**config.mk**
```make
export PLATFORM = sky130hd
export DESIGN_NAME = unpack_copy
export DESIGN_NICKNAME = d
export VERILOG_FILES = /design/src/rtl/unpack_copy.sv
export SDC_FILE = /design/constraint.sdc
export NUM_CORES = 1
export LEC_CHECK = 0
export ABC_AREA = 1
export BUFFER_PORTS_ARGS = -buffer_cell sky130_fd_sc_hd__buf_2
export CORE_ASPECT_RATIO = 0.9
export CORE_MARGIN = 10
export CORE_UTILIZATION = 45
export CTS_CLUSTER_SIZE = 16
export DETAILED_ROUTE_END_ITERATION = 16
export GPL_TIMING_DRIVEN = 0
export PLACE_DENSITY = 0.77
export SYNTH_ARGS = -nofsm -noshare
export SYNTH_HDL_FRONTEND = slang
export SYNTH_SLANG_ARGS = --single-unit
```
**constraint.sdc**
```tcl
create_clock -name iCLK -period 1.5 [get_ports iCLK]
set_clock_uncertainty 0.2 [all_clocks]
set_input_delay 0.075 -clock iCLK [delete_from_list [all_inputs] [get_ports iCLK]]
set_output_delay 0.075 -clock iCLK [all_outputs]
set_load 0.1 [all_outputs]
```
**src/rtl/unpack_copy.sv**
```systemverilog
// unpack_copy: splits packed 112-bit mem1 words into four 28-bit mem0 writes, high slice first
module unpack_copy #(
  parameter int OWL = 28,
  parameter int RATIO = 4,
  parameter int IWL = OWL * RATIO,
  parameter int NIN = 9,
  parameter int IAW = 4,
  parameter int OAW = 6
) (
  input  logic           iCLK,
  input  logic           iRSTn,
  input  logic           iCLR,
  input  logic           iSTART,
  output logic [IAW-1:0] mem1readADDR,
  input  logic [IWL-1:0] mem1readDATA,
  output logic [OAW-1:0] mem0writeADDR,
  output logic [OWL-1:0] mem0writeDATA,
  output logic           mem0writeEN,
  output logic           oBUSY,
  output logic           oDONE
);
  typedef enum logic [2:0] {IDLE, FETCH, LOAD, EMIT, DONE} state_t;
  localparam logic [IAW-1:0] LAST = IAW'(NIN);
  state_t state, state_nx;
  logic [IAW-1:0] rd_cnt;
  logic [OAW-1:0] wr_cnt;
  logic [1:0] sub_cnt;
  logic [IWL-1:0] shift;
  logic start;
  always_comb begin
    start = (state == IDLE || state == DONE) && iSTART;
    state_nx = iCLR                    ? IDLE :
               start                   ? FETCH :
               state == FETCH          ? LOAD :
               state == LOAD           ? EMIT :
               state == EMIT && &sub_cnt ? (rd_cnt == LAST ? DONE : FETCH) :
               state;
  end
  always_ff @(posedge iCLK or negedge iRSTn) begin
    if (!iRSTn) state <= IDLE;
    else state <= state_nx;
  end
  always_ff @(posedge iCLK or negedge iRSTn) begin
    if (!iRSTn) begin
      rd_cnt <= '0;
      wr_cnt <= '0;
      sub_cnt <= '0;
      shift <= '0;
      mem1readADDR <= '0;
    end else if (iCLR) begin
      rd_cnt <= '0;
      wr_cnt <= '0;
      sub_cnt <= '0;
      shift <= '0;
      mem1readADDR <= '0;
    end else begin
      if (start) begin
        rd_cnt <= '0;
        wr_cnt <= '0;
      end
      if (state_nx == FETCH) mem1readADDR <= start ? '0 : rd_cnt;
      if (state == LOAD) begin
        shift <= mem1readDATA;
        sub_cnt <= '0;
        rd_cnt <= rd_cnt + 1'b1;
      end
      if (state == EMIT) begin
        shift <= {shift[IWL-OWL-1:0], OWL'(0)};
        wr_cnt <= wr_cnt + 1'b1;
        sub_cnt <= sub_cnt + 1'b1;
      end
    end
  end
  assign oBUSY = state == FETCH || state == LOAD || state == EMIT;
  assign oDONE = state == DONE;
  assign mem0writeEN = state == EMIT;
  assign mem0writeADDR = mem0writeEN ? wr_cnt : '0;
  assign mem0writeDATA = mem0writeEN ? shift[IWL-1 -: OWL] : '0;
endmodule

```
# --- After elaboration in Yosys (flattened, before gate mapping) ---
# Cells that the tools add are included.
word_totals:
  romBits: 0
  ram_bits: 0
  ff_bits: 131
  latch_bits: 0
  elab_cells: 47
  n_memories: 0
op_classes:
  n_addsub: 3
  bitwise_logic: 0
  mul: 0
  shifts: 0
  n_reduce_logical: 10
  div_mod_pow: 0
  eq_ne: 6
  n_lt_le_gt_ge: 0
  muxes: 22
ops:
  columns: ["op", "count"]
  rows:
  - ["2-to-1 mux 112 bit", 3]
  - ["2-to-1 mux 28 bit", 1]
  - ["2-to-1 mux 6 bit", 4]
  - ["2-to-1 mux 4 bit", 5]
  - ["2-to-1 mux 3 bit", 6]
  - ["adder 6 x 1 -> 6 bit (second input constant)", 1]
  - ["equality test 3 x 1 -> 1 bit (second input constant)", 2]
  - ["equality test 3 x 2 -> 1 bit (second input constant)", 2]
  - ["2-to-1 mux 2 bit", 3]
  - ["nonzero test 3 bit", 2]
  - ["adder 4 x 1 -> 4 bit (second input constant)", 1]
  - ["equality test 4 bit (second input constant)", 1]
  - ["equality test 3 bit (second input constant)", 1]
  - ["zero test 3 bit", 1]
  - ["logical OR 1 bit", 3]
  - ["adder 2 x 1 -> 2 bit (second input constant)", 1]
  - ["logical AND 1 bit", 2]
  - ["AND reduction 2 bit", 1]
  - ["nonzero test 2 bit", 1]

# --- Depth between registers and ports, before layout ---
logic_depth:
  ltp_word: 10
  ltp_mapped: 10

# --- Worst setup path before layout ---
# No wires, ideal clock.
synth_path:
  kind: "register to output"
  start: "register state[0]"
  end: "output port mem0writeADDR[2]"
  path_slack_ns: -1.185
  path_stages_with_launch: 9
  arrival_time_ns: 2.410
  path_cell_list: "dfrtp_1 -> buf_4 -> nand2_4 -> nor2_8 -> inv_2 -> buf_6 -> buf_6 -> buf_2 -> nor2_1"
synth_via:
  elab_chain_cells: 2
synth_rtl:
  columns: ["item", "line_no", "source"]
  rows:
  - ["start: declaration", "24", "state_t state, state_nx;"]
  - ["start signal: assignment", "41", "else state <= state_nx;"]
  - ["equality test 3 x 2 -> 1 bit", "76", "assign mem0writeEN = state == EMIT;"]
  - ["2-to-1 mux 6 bit", "77", "assign mem0writeADDR = mem0writeEN ? wr_cnt : '0;"]
  - ["end: declaration", "16", "output logic [OAW-1:0] mem0writeADDR,"]
# Every way passes these cells.

# --- Worst setup path in the final report ---
layout_path:
  start: "register state[0]"
  end: "output port mem0writeDATA[10]"
layout_via:
  elab_chain_cells: 2
layout_rtl:
  columns: ["item", "line_no", "source"]
  rows:
  - ["equality test 3 x 2 -> 1 bit", "76", null]
  - ["2-to-1 mux 28 bit", "78", "assign mem0writeDATA = mem0writeEN ? shift[IWL-1 -: OWL] : '0;"]
  - ["end: declaration", "17", "output logic [OWL-1:0] mem0writeDATA,"]
# Every way passes these cells.

==> results_dict.tcl <==
set metrics [dict create \
    status "complete, but fails checks" \
    violations "negative hold slack, negative setup slack" \
    num_vias 7369 \
    fin_area_um2 11500 \
    synthArstFlopShare_pct 100 \
    die_w_um 145 \
    n_fill_cell 673 \
    hpwlAfterDp_um 14400 \
    clockBufferDepth 2 \
    layout_commonest_cell "dfrtp_1" \
    synth_cells 786 \
    track_usage_pct 26.0 \
    yosysWarnings 0 \
    use_met3_pct 6.48 \
    ys_seq_elements 131 \
    min-delay-path-class "primary input to register" \
    clock-sinks 131 \
    endpoint_kind "primary output" \
    cp.arrival_ps 1910 \
    cp_data_required_time_ps 1220 \
    drt_pass1_iterations 7 \
    fin_crit_sh_pct 146 \
    coreArea_um2 13900 \
    final_core_util_pct 82.8 \
    detail-route-antenna-nets 0 \
    timing.setup.tns_ps -67040 \
    htreeDepth 4 \
    hold_violations 41 \
    die_y_um 132 \
    start_kind "register" \
    clk_latency_ps 430 \
    area_delta_synth_final_pct 82.1 \
    gr-total-overflow 0 \
    maxCapViolCount 0 \
    totalPowerFinal_mw 11.9 \
    cts_tree "yes" \
    fmax_mhz 457 \
    initial_core_util_pct 45.5 \
    num_rows 41 \
    cp_max_fo 5 \
    min_period_ps 2190 \
    yosys_most_used_dff "dfrtp_1" \
    worst_pin_slew_ps 651 \
    worstPathCellList "buf_6 > nand2_4 > nor2_8 > inv_4 > buf_6 > buf_12 > buf_16 > nor2_4 > buf_12" \
    slowest_stage "dfrtp_1" \
    numCtsBuffers 17 \
    layout-drive-gt1-share_pct 38.8 \
    antenna_found_initial 1 \
    gp_congestion 0.875 \
    syn_avg_cell_area_um2 8.05 \
    grtUsageMet1_pct 30.2 \
    layout_common_cells "dfrtp_1 (129), inv_1 (127), o21ai_1 (123)" \
    die_area_um2 19200 \
    wire_per_inst_um 21.2 \
    setup_viol 166 \
    maxSlewHeadroom_pct 56.6 \
    place_area_um2 7770 \
    clk_pin_slew_ps 60 \
    drv_slew 0 \
    p_leak_nw 5.11 \
    wl_um 28100 \
    synth_edf_count 0 \
    power_density_nw_per_um2 1030 \
    drtIter0Drc 725 \
    holdWs_ps -161 \
    timing.reg2reg.setup_slack_ps -490 \
    synth.distinct_cells 27 \
    io_buffer_count 155 \
    max_stage_delay_ps 380 \
    crit_type "register to primary output" \
    grt_pass1_vias 7329 \
    root_buffer "clkbuf_16" \
    grt_max_degree 87 \
    drc 0 \
    grt_pass1_wl_um 40000 \
    ir_drop_mv 0.887 \
    fin_ws_ps -688 \
    grt_busiest_layer "met2" \
    rsz0062_at_grt "yes" \
    synth_area_um2 6320 \
    met2_usage_pct 45.4 \
    viasPerCell 5.54 \
    ioPinCount 157 \
    yosysSeqAreaShare_pct 51.8 \
    nets 1242 \
    synth_fp_nets 906 \
]
-- power by group --
| group | switching [mW] | internal [mW] | leakage, nW |
|---|---|---|---|
| logic | 1.95 | 1.31 | 3.03 |
| registers | 0.145 | 3.87 | 1.77 |
| clock network | 1.57 | 3.07 | 0.320 |
-- cells by family after synthesis --
group                    synth area share [%]
AO/OA/AOI/OAI                            21.0
AND/OR/NAND/NOR                          14.5
buffers and inverters                    11.8
flip-flops                               51.8
adder cells (fa/ha/maj)                 0.791
-- worst max-delay path: cells and delay by family (launching register included) --
kind / cells / cell delay (ps)
buf+inv: 6 / 770
flops: 1 / 380
simple gates: 3 / 320
-- final timing paths --
| path | to | cells past startpoint | startpoint |
|---|---|---|---|
| min reg2reg | shift[58]$_DFFE_PN0P_ | 2 | shift[58]$_DFFE_PN0P_ |
| min in group asynchronous | shift[43]$_DFFE_PN0P_ | 2 | iRSTn |
| max in group asynchronous | shift[16]$_DFFE_PN0P_ | 3 | iRSTn |
| max reg2reg | mem1readADDR[3]$_DFFE_PN0P_ | 13 | state[0]$_DFF_PN0_ |
| max | mem0writeDATA[10] | 9 | state[0]$_DFF_PN0_ |
| min | state[0]$_DFF_PN0_ | 3 | iSTART |
-- cell usage after synthesis (2+ instances only) --
library cell | number | share of area, %
buf_1 | 8 | 0.47
a211oi_1 | 2 | 0.24
ha_1 | 4 | 0.79
nor2_4 | 4 | 0.71
nand4_1 | 4 | 0.40
inv_1 | 129 | 7.7
nand2_1 | 93 | 5.5
nand2_2 | 3 | 0.30
buf_2 | 21 | 1.7
a21oi_1 | 48 | 3.8
dfrtp_1 | 131 | 52
o21ai_1 | 63 | 5.0
inv_2 | 5 | 0.30
nand3_1 | 59 | 4.7
clkbuf_1 | 18 | 1.1
buf_6 | 3 | 0.53
o21ai_0 | 145 | 11
nor2_1 | 37 | 2.2
-- flip-flops by register name, summed over array words and instances, names as in the netlist --
| signal | cells |
|---|---|
| state | 3 |
| mem1readADDR | 4 |
| wr_cnt | 6 |
| shift | 112 |
| rd_cnt | 4 |
| sub_cnt | 2 |
-- stage by stage --
| step | worst slack (ps) | std cells |
|---|---|---|
| CTS | -643 | 1297 |
| detailed placement | -647 | 1135 |
| floorplan | -427 | 786 |
| finish | -688 | 1329 |
| global route | -738 | 1329 |
| global placement | -1890 | 1134 |
-- per-layer routing --
metal,share of wire [%],vias up
met5,0,-
met4,3.5,0
met3,8.5,86
met2,51,465
met1,37,3581
li1,-,3237
-- timing repair --
| item | CTS | global route |
|---|---|---|
| pin swaps | 12 | 26 |
| cloned | 3 | 13 |
| hold buffers | 115 | 1 |
| hold endpoints to repair | 257 | 6 |
| setup buffers | 12 | 17 |
| resized for setup | 284 | 187 |
| setup endpoints to repair | 163 | 169 |
-- area by class of cell --
type / instances / area (um2) / area share [%]
inverters: 134 / 526 / 4.56
clock inverters: 10 / 178 / 1.54
plain buffers: 51 / 577 / 5.01
clock buffers: 22 / 474 / 4.12
flip-flops and latches: 131 / 3280 / 28.5
repair inverters: 1 / 6.26 / 0.0543
well taps: 193 / 241 / 2.10
multi-input cells: 470 / 3080 / 26.7
repair buffers: 316 / 3150 / 27.4
diodes: 1 / 2.50 / 0.0217
Note: power is estimated with default switching activity, not from simulation.
